[src/rtl/uart_frame_parser_pkg.sv]
// Shared UART definitions: frame header, parser state encoding and bit-period derivation.
package uart_frame_parser_pkg;

  localparam logic [7:0] FRM_HDR = 8'hA5;

  typedef enum logic [2:0] {
    ST_IDLE,
    ST_LEN,
    ST_PAYLOAD,
    ST_CHK,
    ST_OUT
  } state_e;

  // Clocks per UART bit; the receiver and transmitter use the same derivation.
  function automatic int unsigned uart_bps(input int unsigned clk_freq,
                                           input int unsigned baud_rate);
    return clk_freq / baud_rate;
  endfunction

endpackage

[src/rtl/uart_frame_parser_if.sv]
// Byte-in / frame-out signal bundle of the UART frame parser.
interface uart_frame_parser_if;

  logic [7:0] rx_data;
  logic       rx_valid;
  logic [7:0] frm_data;
  logic       frm_valid;
  logic       frm_last;
  logic       frm_ready;
  logic       err_len;
  logic       err_chk;
  logic       err_ovr;
  logic       err_tmo;

  // Parser side
  modport slave (
    input  rx_data, rx_valid, frm_ready,
    output frm_data, frm_valid, frm_last, err_len, err_chk, err_ovr, err_tmo
  );

  // Byte source / frame sink side
  modport master (
    output rx_data, rx_valid, frm_ready,
    input  frm_data, frm_valid, frm_last, err_len, err_chk, err_ovr, err_tmo
  );

endinterface

[src/rtl/uart_frame_parser_buf.sv]
// Payload store: DEPTH x 8 register file, synchronous write, combinational read.
module uart_frame_buf #(
  parameter int unsigned DEPTH = 16,
  parameter int unsigned AW    = 4
) (
  input  logic          clk,
  input  logic          we_i,
  input  logic [AW-1:0] waddr_i,
  input  logic [7:0]    wdata_i,
  input  logic [AW-1:0] raddr_i,
  output logic [7:0]    rdata_o
);

  logic [7:0] mem_q [DEPTH];

  always_ff @(posedge clk) begin
    if (we_i) mem_q[waddr_i] <= wdata_i;
  end

  assign rdata_o = mem_q[raddr_i];

endmodule

[src/rtl/uart_frame_parser.sv]
// Parses HDR/LEN/payload/CHK frames from a UART byte stream and replays payloads on valid/ready.
// Optional inter-byte timeout enabled by defining UART_PARSER_TIMEOUT_EN.
module uart_frame_parser
  import uart_frame_parser_pkg::*;
#(
  parameter int unsigned CLK_FREQ      = 65_000_000,
  parameter int unsigned BAUT_RATE     = 115200,
  parameter int unsigned MAX_LEN       = 16,
  parameter int unsigned TIMEOUT_BYTES = 4
) (
  input  logic                 clk,
  input  logic                 rst,
  uart_frame_parser_if.slave   bus
);

  localparam int unsigned AW      = (MAX_LEN > 1) ? $clog2(MAX_LEN) : 1;
  localparam logic [7:0]  MAX_LEN_B = 8'(MAX_LEN);
  localparam int unsigned TMO_CYC = uart_bps(CLK_FREQ, BAUT_RATE) * 10 * TIMEOUT_BYTES;

  if (MAX_LEN < 1 || MAX_LEN > 255 || TMO_CYC == 0) begin : g_bad_cfg
    $error("uart_frame_parser: invalid MAX_LEN or timeout configuration");
  end

  state_e     state_q, state_d;
  logic [7:0] len_q, len_d;
  logic [7:0] sum_q, sum_d;
  logic [7:0] wr_cnt_q, wr_cnt_d;
  logic [7:0] rd_cnt_q, rd_cnt_d;
  logic       err_len_q, err_len_d;
  logic       err_chk_q, err_chk_d;
  logic       err_ovr_q, err_ovr_d;
  logic       buf_we;
  logic [7:0] rd_byte;
  logic [7:0] chk_sum;
  logic       out_last;
  logic       tmo_hit;

  uart_frame_buf #(
    .DEPTH (MAX_LEN),
    .AW    (AW)
  ) u_buf (
    .clk     (clk),
    .we_i    (buf_we),
    .waddr_i (wr_cnt_q[AW-1:0]),
    .wdata_i (bus.rx_data),
    .raddr_i (rd_cnt_q[AW-1:0]),
    .rdata_o (rd_byte)
  );

`ifdef UART_PARSER_TIMEOUT_EN
  localparam int unsigned TW = $clog2(TMO_CYC + 1);

  logic [TW-1:0] gap_q, gap_d;
  logic          err_tmo_q;
  logic          counting;

  assign counting = (state_q == ST_LEN) || (state_q == ST_PAYLOAD) || (state_q == ST_CHK);
  // A byte landing on the terminal count wins over the timeout.
  assign tmo_hit  = counting && !bus.rx_valid && (gap_q == TW'(TMO_CYC - 1));

  always_comb begin
    gap_d = gap_q + TW'(1);
    if (bus.rx_valid || !counting) gap_d = '0;
  end

  always_ff @(posedge clk) begin
    if (rst) begin
      gap_q     <= '0;
      err_tmo_q <= 1'b0;
    end else begin
      gap_q     <= gap_d;
      err_tmo_q <= tmo_hit;
    end
  end

  assign bus.err_tmo = err_tmo_q;
`else
  assign tmo_hit     = 1'b0;
  assign bus.err_tmo = 1'b0;
`endif

  assign chk_sum  = sum_q + bus.rx_data;
  assign out_last = (rd_cnt_q == len_q - 8'd1);

  always_comb begin
    state_d   = state_q;
    len_d     = len_q;
    sum_d     = sum_q;
    wr_cnt_d  = wr_cnt_q;
    rd_cnt_d  = rd_cnt_q;
    err_len_d = 1'b0;
    err_chk_d = 1'b0;
    err_ovr_d = 1'b0;
    buf_we    = 1'b0;
    case (state_q)
      ST_IDLE: begin
        if (bus.rx_valid && bus.rx_data == FRM_HDR) state_d = ST_LEN;
      end
      ST_LEN: begin
        if (bus.rx_valid) begin
          len_d    = bus.rx_data;
          sum_d    = bus.rx_data;
          wr_cnt_d = '0;
          if (bus.rx_data == 8'd0 || bus.rx_data > MAX_LEN_B) begin
            err_len_d = 1'b1;
            state_d   = ST_IDLE;
          end else begin
            state_d = ST_PAYLOAD;
          end
        end
      end
      ST_PAYLOAD: begin
        if (bus.rx_valid) begin
          buf_we = 1'b1;
          sum_d  = chk_sum;
          // Counter parks at zero rather than stepping past the last slot.
          if (wr_cnt_q == len_q - 8'd1) begin
            wr_cnt_d = '0;
            state_d  = ST_CHK;
          end else begin
            wr_cnt_d = wr_cnt_q + 8'd1;
          end
        end
      end
      ST_CHK: begin
        if (bus.rx_valid) begin
          if (chk_sum == 8'd0) begin
            rd_cnt_d = '0;
            state_d  = ST_OUT;
          end else begin
            err_chk_d = 1'b1;
            state_d   = ST_IDLE;
          end
        end
      end
      ST_OUT: begin
        if (bus.rx_valid) err_ovr_d = 1'b1;
        if (bus.frm_ready) begin
          if (out_last) begin
            rd_cnt_d = '0;
            state_d  = ST_IDLE;
          end else begin
            rd_cnt_d = rd_cnt_q + 8'd1;
          end
        end
      end
      default: state_d = ST_IDLE;
    endcase
    if (tmo_hit) state_d = ST_IDLE;
  end

  always_ff @(posedge clk) begin
    if (rst) begin
      state_q   <= ST_IDLE;
      len_q     <= '0;
      sum_q     <= '0;
      wr_cnt_q  <= '0;
      rd_cnt_q  <= '0;
      err_len_q <= 1'b0;
      err_chk_q <= 1'b0;
      err_ovr_q <= 1'b0;
    end else begin
      state_q   <= state_d;
      len_q     <= len_d;
      sum_q     <= sum_d;
      wr_cnt_q  <= wr_cnt_d;
      rd_cnt_q  <= rd_cnt_d;
      err_len_q <= err_len_d;
      err_chk_q <= err_chk_d;
      err_ovr_q <= err_ovr_d;
    end
  end

  assign bus.frm_valid = (state_q == ST_OUT);
  assign bus.frm_data  = bus.frm_valid ? rd_byte : '0;
  assign bus.frm_last  = bus.frm_valid && out_last;
  assign bus.err_len   = err_len_q;
  assign bus.err_chk   = err_chk_q;
  assign bus.err_ovr   = err_ovr_q;

endmodule

[src/flat_wrapper.sv]
// flat-port wrapper written by rule: the top's interface ports become plain ports
module uart_frame_parser_flat import uart_frame_parser_pkg::*;
#(
  parameter int unsigned CLK_FREQ      = 65_000_000,
  parameter int unsigned BAUT_RATE     = 115200,
  parameter int unsigned MAX_LEN       = 16,
  parameter int unsigned TIMEOUT_BYTES = 4
)
  (clk, rst, bus_rx_data, bus_rx_valid, bus_frm_ready, bus_frm_data, bus_frm_valid, bus_frm_last, bus_err_len, bus_err_chk, bus_err_ovr, bus_err_tmo);
  uart_frame_parser_if bus_i ();
  input  logic clk;
  input  logic rst;
  input wire logic [$bits(bus_i.rx_data)-1:0] bus_rx_data;
  input wire logic [$bits(bus_i.rx_valid)-1:0] bus_rx_valid;
  input wire logic [$bits(bus_i.frm_ready)-1:0] bus_frm_ready;
  output wire logic [$bits(bus_i.frm_data)-1:0] bus_frm_data;
  output wire logic [$bits(bus_i.frm_valid)-1:0] bus_frm_valid;
  output wire logic [$bits(bus_i.frm_last)-1:0] bus_frm_last;
  output wire logic [$bits(bus_i.err_len)-1:0] bus_err_len;
  output wire logic [$bits(bus_i.err_chk)-1:0] bus_err_chk;
  output wire logic [$bits(bus_i.err_ovr)-1:0] bus_err_ovr;
  output wire logic [$bits(bus_i.err_tmo)-1:0] bus_err_tmo;
  assign bus_i.rx_data = bus_rx_data;
  assign bus_i.rx_valid = bus_rx_valid;
  assign bus_i.frm_ready = bus_frm_ready;
  assign bus_frm_data = bus_i.frm_data;
  assign bus_frm_valid = bus_i.frm_valid;
  assign bus_frm_last = bus_i.frm_last;
  assign bus_err_len = bus_i.err_len;
  assign bus_err_chk = bus_i.err_chk;
  assign bus_err_ovr = bus_i.err_ovr;
  assign bus_err_tmo = bus_i.err_tmo;
  uart_frame_parser #(.CLK_FREQ(CLK_FREQ), .BAUT_RATE(BAUT_RATE), .MAX_LEN(MAX_LEN), .TIMEOUT_BYTES(TIMEOUT_BYTES)) u_core (.clk(clk), .rst(rst), .bus(bus_i));
endmodule
[config.mk]
export PLATFORM = sky130hd
export DESIGN_NAME = uart_frame_parser_flat
export DESIGN_NICKNAME = d
export VERILOG_FILES = /design/src/rtl/uart_frame_parser_pkg.sv /design/src/rtl/uart_frame_parser_if.sv /design/src/rtl/uart_frame_parser_buf.sv /design/src/rtl/uart_frame_parser.sv /design/src/flat_wrapper.sv
export SDC_FILE = /design/constraint.sdc
export NUM_CORES = 1
export LEC_CHECK = 0
export BUFFER_PORTS_ARGS = -buffer_cell sky130_fd_sc_hd__clkbuf_2
export CORE_MARGIN = 2
export CORE_UTILIZATION = 49
export CTS_CLUSTER_SIZE = 40
export DETAILED_ROUTE_END_ITERATION = 8
export PLACE_DENSITY = 0.71
export SETUP_SLACK_MARGIN = 0.2
export SYNTH_ARGS = -nofsm -noshare
export SYNTH_HDL_FRONTEND = slang
export SYNTH_HIERARCHICAL = 1
export SYNTH_SLANG_ARGS = --single-unit
[constraint.sdc]
create_clock -name clk -period 2.55 [get_ports clk]
set_clock_uncertainty 0.15 [all_clocks]
set_input_delay 0.1275 -clock clk [delete_from_list [all_inputs] [get_ports clk]]
set_output_delay 0.1275 -clock clk [all_outputs]
set_load 0.05 [all_outputs]
==> reports/qor.csv <==
metric,value,unit
status,"complete, but fails checks",
violations,negative setup slack,
first_pass_iters,5,
synth_area_leader_cell,edfxtp_1,
cts_max_path_buffers,2,
syn2layout_area_growth,26.6,%
syn_area,0.00768,mm^2
layout_setup_ws,-0.148,ns
setup_tns,-0.419,ns
async_reset_ff_share,0,%
path_cells,or2_4 > or4b_4 > xnor2_4 > o2111ai_4 > buf_6 > nor3_4 > buf_12,
wl_per_cell,22.3,um
clkTransAtPathRegs,0.06,ns
rows,45,
start_kind,flip-flop,
synth_edf_count,128,
synth_area_per_cell,13.3,um^2
yosysSeqAreaShare,59.9,%
grt_max_degree,33,
p_comb_share,2.7,%
maxSlewViolCount,0,
slew-limit-headroom,62.7,%
cts.sinks,166,
path_max_fanout,2,
clkPwrFrac,46.5,%
grt_usage,24.2,%
clk_latency,0.43,ns
totalWireLength,20000,um
cts_tree,built,
clock.fmax,371,MHz
ys_warn_count,6,
synth_top_area_share,50.0,%
place_area,0.00836,mm^2
grt.overflow.total,0,
ant_nets,0,
io_pins,26,
drt-initial-drc-count,505,
hold_viol,0,
antenna_cells,0,
numCtsBuffers,17,
ys.flop_type,edfxtp_1,
grt_pass1_wl,29400,um
arrival,2.42,ns
antenna_found_initial,0,
ys_seq_elements,166,
drv_cap,0,
cts_htree_levels,4,
synth.most_common_cell,edfxtp_1,
finalWorstPathRequiredPeriod,2.70,ns
gp_congestion,0.919,
sw_frac_of_total,19.8,%
port_buffers,24,
synth_area_leaders,"edfxtp_1, dfxtp_1, mux4_2, mux4_1, nand2_1",
drcViolationCount,0,
slowest_delay,0.53,ns
criticalPathCategory,flip-flop to output pin,
endpoint_kind,output pin,
synthTopCellsByCount,"edfxtp_1, nand2_1, dfxtp_1",
finish.instance_area,0.00972,mm^2
syn-num-nets,600,
worst_pin_slew,0.559,ns
hpwlAfterDp,12000,um
via_per_inst,6.06,
grt_pass1_vias,5202,
ir_drop,0.000429,V
fin_nets,697,
vias,5434,
die-area,0.0167,mm^2
fp.dieW,129,um
pre_cts_slack,-0.000973,ns
leakagePower,3.33,nW
pwr-share-seq,50.8,%
slowest_stage,or4b_4,
core_area,0.0153,mm^2
rrSetupSlack,-0.02,ns
fin_crit_sh,106,%
die_y,129,um
hold_path_class,primary input to flip-flop,
powerDensity,589,mW/mm^2
root_buffer,clkbuf_16,
cp_data_required_time,2.27,ns
drive_gt1_share,33.1,%
synth_cells,577,
power.switching,1.14,mW
internal_power,4.59,mW
synth_cell_type_count,62,
setup_viol,9,
rsz0062_at_grt,true,
floorplan.initialDensity,50.3,%
==> layer usage <==
layer / share of wire (%) / GRT usage (%) / vias up
li1: - / - / 2421
met1: 42 / 32.4 / 2728
met2: 49 / 38.9 / 244
met3: 5.5 / 4.75 / 41
met4: 3.1 / 10.4 / 0
met5: 0 / 0 / -
==> final cells by class <==
class,count,area (um^2)
Clock buffer,19,433
Inverter,18,67.6
Sequential cell,166,4610
Clock inverter,12,175
Multi-Input combinational cell,370,3150
Timing Repair Buffer,101,1020
Fill cell,1046,5540
Tap cell,211,264
==> kinds of logic (layout without fill, tap and decap cells) <==
| family | Yosys count | in the layout | share of synthesized area [%] |
|---|---|---|---|
| flip-flops | 166 | 166 | 59.9 |
| XOR/XNOR | 28 | 28 | 3.19 |
| AND/OR/NAND/NOR | 193 | 193 | 12.8 |
| buffers and inverters | 41 | 150 | 2.78 |
| adder cells (fa/ha/maj) | 11 | 11 | 1.89 |
| AO/OA/AOI/OAI | 103 | 103 | 9.07 |
| multiplexers | 34 | 34 | 10.3 |
| other | 1 | 1 | 0.0488 |
==> critical path: cells and delay by family (launching register included) <==
family | cells | cell delay, ns
simple gates | 3 | 0.98
buf+inv | 2 | 0.33
flops | 1 | 0.32
xor+xnor | 1 | 0.21
compound gates | 1 | 0.16
==> registers in the layout, indices dropped and copies added, names as in the netlist <==
signal / cells
u_core/u_buf/mem_q: 128
u_core/len_q: 8
u_core/rd_cnt_q: 8
u_core/sum_q: 8
u_core/wr_cnt_q: 8
u_core/state_q: 3
u_core/bus.err_chk: 1
u_core/bus.err_len: 1
u_core/bus.err_ovr: 1
==> metrics by stage <==
step,util [%],total power [mW],std cells,hold slack (ns)
5_1_grt,63.7,5.85,897,0.0227
3_3_place_gp,54.8,3.10,837,0.293
2_1_floorplan,-,3.02,577,0.0764
4_1_cts,62.8,5.73,892,0.00753
3_5_place_dp,54.8,3.10,837,0.301
6_report,63.7,5.72,897,0.0217
==> final timing paths <==
| kind | from | endpoint | cells after the start |
|---|---|---|---|
| max | u_core/len_q[4]$_SDFFE_PP0P_ | bus_frm_last | 7 |
| min | rst | u_core/sum_q[6]$_SDFFE_PP0P_ | 3 |
| max reg2reg | u_core/len_q[4]$_SDFFE_PP0P_ | u_core/wr_cnt_q[7]$_SDFFE_PP0P_ | 7 |
| min reg2reg | u_core/sum_q[5]$_SDFFE_PP0P_ | u_core/sum_q[5]$_SDFFE_PP0P_ | 2 |
==> power by group through the flow <==
stage	Combinational (mW)	Sequential (mW)	Clock, mW
after detailed placement	0.135	2.97	0
after floorplan	0.0488	2.97	0
final	0.154	2.91	2.66
after global placement	0.130	2.97	0
after global routing	0.164	2.90	2.78
after CTS	0.150	2.91	2.68
==> cells in the final DEF, fill, tap and decap left out, types with 13 or more instances in the layout <==
cell,instances
nand2_1,57
a21oi_1,19
clkbuf_16,18
inv_1,15
nor2_1,36
clkbuf_2,15
mux4_2,30
dfxtp_1,33
a22oi_2,15
edfxtp_1,128
nor3_1,18
buf_4,52
o21ai_0,16
xnor2_1,13
==> timing repair <==
item | 4_1_cts | 5_1_grt
pin swaps | 32 | 16
gates resized for setup | 101 | 24
hold buffers | 3 | 0
endpoints found under the setup margin | 28 | 59
gates cloned | 3 | 0
setup buffers | 18 | 5
hold endpoints to repair | 7 | 0
Note: power is estimated with default switching activity, not from simulation.
